$ cat config.mk
export PLATFORM = sky130hd
export DESIGN_NAME = mfp_eic_input_filter
export DESIGN_NICKNAME = d
export VERILOG_FILES = /design/src/rtl/mfp_eic_input_filter.sv
export SDC_FILE = /design/constraint.sdc
export NUM_CORES = 1
export LEC_CHECK = 0
export BUFFER_PORTS_ARGS = -buffer_cell sky130_fd_sc_hd__buf_2
export CORE_ASPECT_RATIO = 1.4
export CORE_UTILIZATION = 30
export CTS_BUF_LIST = sky130_fd_sc_hd__clkbuf_4 sky130_fd_sc_hd__clkbuf_8
export DETAILED_ROUTE_END_ITERATION = 8
export SYNTH_ARGS = -nofsm -noshare
export SYNTH_HDL_FRONTEND = slang
export SYNTH_SLANG_ARGS = --single-unit
$ cat constraint.sdc
create_clock -name CLK -period 3.8 [get_ports CLK]
set_clock_uncertainty 0.2 [all_clocks]
set_input_delay 0.19 -clock CLK [delete_from_list [all_inputs] [get_ports CLK]]
set_output_delay 0.19 -clock CLK [all_outputs]
set_load 0.05 [all_outputs]
$ cat src/rtl/mfp_eic_input_filter.sv
// rtl/mfp_eic_input_filter.sv - interrupt line synchronizer and per-channel debounce filter
//
// Conditions raw asynchronous interrupt lines for the EIC core. Each line runs
// through a SYNC_STAGES-deep synchronizer, then a two-state debounce FSM that
// accepts a new level only after DEBOUNCE_LEN consecutive equal synced samples.
// A per-channel bypass takes the synced level directly, for sources that are
// already clean.
//
// Ports:
//   CLK      in   1         clock
//   RESETn   in   1         synchronous reset, active low
//   raw_in   in   CHANNELS  asynchronous interrupt sources
//   bypass   in   CHANNELS  1: output follows the synced input, no debounce
//   signal   out  CHANNELS  conditioned levels to the EIC core (registered)
//   change   out  CHANNELS  one-cycle pulse when signal[i] has just toggled (registered)
//   busy     out  1         some channel is qualifying a change (from state only)

module mfp_eic_input_filter #(
   parameter int                     CHANNELS     = 8,
   parameter int                     SYNC_STAGES  = 2,
   parameter int                     DEBOUNCE_W   = 4,
   parameter int                     DEBOUNCE_LEN = 10,
   parameter logic [CHANNELS-1:0]    IDLE_LEVEL   = '0
) (
   input  logic                CLK,
   input  logic                RESETn,
   input  logic [CHANNELS-1:0] raw_in,
   input  logic [CHANNELS-1:0] bypass,
   output logic [CHANNELS-1:0] signal,
   output logic [CHANNELS-1:0] change,
   output logic                busy
);

   typedef enum logic {
      ST_IDLE  = 1'b0,
      ST_CHECK = 1'b1
   } state_t;

   localparam logic [DEBOUNCE_W-1:0] CNT_ONE  = DEBOUNCE_W'(1);
   localparam logic [DEBOUNCE_W-1:0] CNT_LAST = DEBOUNCE_W'(DEBOUNCE_LEN - 1);

   // Synchronizer chain. Flops reset to IDLE_LEVEL so that low-level-sense
   // channels do not see a false edge coming out of reset.
   logic [CHANNELS-1:0] sync_q [SYNC_STAGES];
   logic [CHANNELS-1:0] s_sync;

   always_ff @(posedge CLK) begin
      if (!RESETn) begin
         for (int k = 0; k < SYNC_STAGES; k++) begin
            sync_q[k] <= IDLE_LEVEL;
         end
      end else begin
         sync_q[0] <= raw_in;
         for (int k = 1; k < SYNC_STAGES; k++) begin
            sync_q[k] <= sync_q[k-1];
         end
      end
   end

   assign s_sync = sync_q[SYNC_STAGES-1];

   logic [CHANNELS-1:0] check_vec;

   for (genvar i = 0; i < CHANNELS; i++) begin : g_ch
      state_t                state_q;
      logic [DEBOUNCE_W-1:0] cnt_q;
      logic                  sig_q;
      logic                  chg_q;

      always_ff @(posedge CLK) begin
         if (!RESETn) begin
            state_q <= ST_IDLE;
            cnt_q   <= '0;
            sig_q   <= IDLE_LEVEL[i];
            chg_q   <= 1'b0;
         end else begin
            chg_q <= 1'b0;
            if (bypass[i]) begin
               // Bypass aborts any check in progress and tracks the synced level.
               state_q <= ST_IDLE;
               cnt_q   <= '0;
               sig_q   <= s_sync[i];
               chg_q   <= (s_sync[i] != sig_q);
            end else begin
               case (state_q)
                  ST_IDLE: begin
                     if (s_sync[i] != sig_q) begin
                        state_q <= ST_CHECK;
                        cnt_q   <= CNT_ONE;
                     end else begin
                        cnt_q   <= '0;
                     end
                  end
                  ST_CHECK: begin
                     if (s_sync[i] == sig_q) begin
                        // Input went back before qualifying: treat as a glitch.
                        state_q <= ST_IDLE;
                        cnt_q   <= '0;
                     end else if (cnt_q == CNT_LAST) begin
                        sig_q   <= s_sync[i];
                        chg_q   <= 1'b1;
                        state_q <= ST_IDLE;
                        cnt_q   <= '0;
                     end else begin
                        cnt_q   <= cnt_q + CNT_ONE;
                     end
                  end
                  default: begin
                     state_q <= ST_IDLE;
                     cnt_q   <= '0;
                  end
               endcase
            end
         end
      end

      assign signal[i]    = sig_q;
      assign change[i]    = chg_q;
      assign check_vec[i] = (state_q == ST_CHECK);
   end

   assign busy = |check_vec;

endmodule

==> summary.md <==
| Metric | Value |
|---|---|
| Status | `finished clean` |
| Wire length per cell | `roughly 11 um` |
| Post-Route Setup TNS | `0 ps` |
| Chip height | `119 um` |
| Post-CTS sizing | `0` |
| Reg2reg setup slack | `2310 ps` |
| CTS Hold Bufs | `16` |
| Maximum VDD drop | `between 150 and 200 uV` |
| RR Endpoint | `g_ch[6].sig_q` |
| Post-Synthesis Cell Area | `approximately 3000 sq um` |
| Longest Clk Path Bufs | `2` |
| # rows | `42` |
| Core Region | `9510 sq um` |
| Number of remaining DRC errors | `0` |
| Sw frac | `about 22%` |
| Fmax | `0.565 GHz` |
| Cts bufs inserted | `9` |
| Number of clock sinks | `72` |
| Area after DPL | `roughly 3100 sq um` |
| Yosys cell types | `30` |
| Worst Path Buf+Inv | `1` |
| Power density over the cells | `between 400 and 500 nW/um^2` |
| Max Transition Viols Final | `0` |
| Period utilization | `46.6%` |
| Layer with the highest usage | `met2` |
| Postcts setup bufs | `0` |
| RR Startpoint | `g_ch[6].cnt_q[1]` |
| Average size of a mapped cell | `between 9 and 10 sq um` |
| Synth warnings | `0` |
| Yosys reg bits | `72` |
| Post-route cell area | `approximately 3500 sq um` |
| Vias | `2024` |
| Required time worst endpoint | `approximately 3400 ps` |
| Clock edge transition at the registers on the reported setup and hold paths | `70 ps` |
| Number of global-route vias before repair | `approximately 2000` |
| Total power | `0.00154 W` |
| Syn nets | `330` |
| Worst-Margin Slew | `724 ps` |
| Met3 usage | `between 2 and 2.5%` |
| GRT overflow | `0` |
| WL final | `~5000 um` |
| Seq/Total Area, Yosys | `between 40% and 50%` |
| PortBufs | `34` |
| Worst hold path type | `input pin to flip-flop` |
| Global-route usage over all layers | `between 10% and 20%` |
| Layout cells sized above 1 | `around a fifth` |
| DIE AREA | `slightly above 10000 sq um` |
| Worst Path Max Fanout | `5` |
| Crit path time final | `around 1800 ps` |
| FILL cells | `between 900 and 1000` |
| Hold Slack | `213 ps` |
| CP max stage delay | `~350 ps` |
| CP Capture Type | `output pin` |
| Post-synth top area share | `about half` |
| Initial DRC count | `between 90 and 100` |
| Clock share of power | `between 40% and 50%` |
| GPL Wtd Cong | `slightly below 0.7` |
| Startpoint Class | `flip-flop` |
| CP Depth | `3` |
| Post-synth ARST share | `0%` |
| Die span in x | `~86 um` |
| Critical-path top delay cell | `dfxtp_1` |
| Layout area overhead | `19.1%` |
| Met2 usage | `18.1%` |
| Max-slew headroom | `roughly half` |
| Int Power | `about 0.0012 W` |
| Dpl ws | `2180 ps` |
| DP HPWL | `between 3000 and 4000 um` |
| Count leader, synth | `dfxtp_1` |
| Fin nets | `between 300 and 400` |
| Main synth FF type | `dfxtp_1` |
| Final setup viols | `0` |
| Crit path to | `busy` |
| Delay-heaviest family, CP | `simple AND/OR/NAND/NOR gates` |
| RSZ-0062 raised after global routing | `no` |
| CTS tree | `yes` |
| Worst-Skew Late Latency | `about 330 ps` |
| Crit Path Category | `flip-flop to output pin` |
| Crit path launch | `g_ch[0].state_q` |
| Max cap viols | `0` |
| Initial Utilization | `31.1%` |
| Pin count of the biggest net entering global routing | `a little under 50` |
| Flop pwr share | `around 50%` |
| Number of flops mapped to enable cells by yosys | `0` |
| IO Count | `35` |
| Cells after Synth | `~300` |
| PnR worst setup slack | `approximately 2000 ps` |
| LEAKAGE | `1.45 nW` |
| Clock root cell | `clkbuf_8` |
| GRT met1 Usage | `between 10% and 20%` |
| Arr. time, crit path | `1380 ps` |
| H-tree depth | `3` |
| Psw | `approximately 0.00034 W` |
| Initial antenna violation count | `0` |
| ANT cells | `0` |
| CP Cell Sequence | `nor4_1, nand2_1, buf_2` |
| Drt pass-1 iters | `4` |
| R2R cell count | `5` |
| Final antenna-violating net count | `0` |
| Hold Vio Cnt, Final | `0` |
| Synth top area cells | `dfxtp_1, ha_1, nor2_1` |
| Yosys top cell by area | `dfxtp_1` |
| Synth top cells by count | `dfxtp_1, nor2_1, nand2_1` |
| Vias/cell | `~4.3` |
| Logic pwr share | `approximately 6.1%` |
| First-pass GRT wire length | `about 8600 um` |
[metal layers]
| layer | vias to the layer above | part of all wire (%) | routed length [um] |
|---|---|---|---|
| met3 | 6 | 2.5 | 128 |
| met5 | - | 0 | 0 |
| met2 | 33 | 50 | 2530 |
| met4 | 0 | 1.8 | 89 |
| met1 | 938 | 46 | 2330 |
| li1 | 1047 | - | - |
[layout by cell type (no fill, tap or decap), drive strengths merged, types with 3 or more instances in the layout]
cell type / count
a211oi: 6
a21o: 5
a21oi: 11
and2: 16
and3b: 8
buf: 34
clkbuf: 11
dfxtp: 72
dlygate4sd3: 16
ha: 16
inv: 8
mux2i: 9
nand2: 32
nand3: 8
nand4b: 5
nor2: 37
nor2b: 7
o2111ai: 4
o21a: 3
xnor2: 7
xor2: 15
[sequential cells by signal, summed over array words and instances (netlist names)]
name,flops
g_ch.cnt_q,32
sync_q,16
g_ch.chg_q,8
g_ch.sig_q,8
g_ch.state_q,8
[power groups by stage]
stage	sequential [W]	combinational, W	clock [W]
after floorplan	0.000796	0.0000655	0
after global routing	0.000785	0.000102	0.000717
after global placement	0.000800	0.0000806	0
final	0.000782	0.0000935	0.000661
after detailed placement	0.000800	0.0000820	0
after CTS	0.000782	0.0000946	0.000682
[worst min path at each step]
| stage | cells after the start | slack [ps] | from | end |
|---|---|---|---|---|
| floorplan | 1 | 60 | bypass[6] | g_ch[6].cnt_q[0] |
| global placement | 2 | 200 | raw_in[5] | sync_q[0][5] |
| detailed placement | 2 | 200 | raw_in[7] | sync_q[0][7] |
| CTS | 3 | 210 | RESETn | g_ch[4].chg_q |
| global route | 1 | 250 | sync_q[0][4] | sync_q[0][12] |
| finish | 3 | 210 | RESETn | g_ch[4].chg_q |
[area by class of cell]
cell class / instances / area, sq um / share of cell area [%]
multi-input cells: 195 / 1330 / 37.9
well taps: 132 / 165 / 4.69
clock inverters: 5 / 81.3 / 2.31
repair buffers: 50 / 330 / 9.38
flip-flops and latches: 72 / 1440 / 41.0
clock buffers: 11 / 139 / 3.95
inverters: 8 / 30.0 / 0.853
[stage by stage]
step	std cells	util, %
final	473	37.0
after global routing	473	37.0
after CTS	473	37.0
after detailed placement	441	33.0
after global placement	441	33.0
after floorplan	296	-
[worst register-to-register path, delay by kind of cell (launching register included)]
kind                       cells  cell delay [ps]
and+or+nand+nor                1              220
AOI/OAI and AO/OA              1              170
buffers and inverters          1               60
DFF                            1              380
muxes                          1              190
adders and majority gates      1              210
[cells by family (layout without fill, tap and decap cells)]
family | Yosys count | in the layout | share of synthesized area (%)
AO/OA/AOI/OAI | 30 | 30 | 8.55
XOR/XNOR | 22 | 22 | 6.52
adder cells (fa/ha/maj) | 16 | 16 | 6.77
flip-flops | 72 | 72 | 48.8
AND/OR/NAND/NOR | 118 | 118 | 20.2
buffers and inverters | 29 | 74 | 6.14
multiplexers | 9 | 9 | 3.05
No activity file was read; power rests on OpenSTA's default activity.
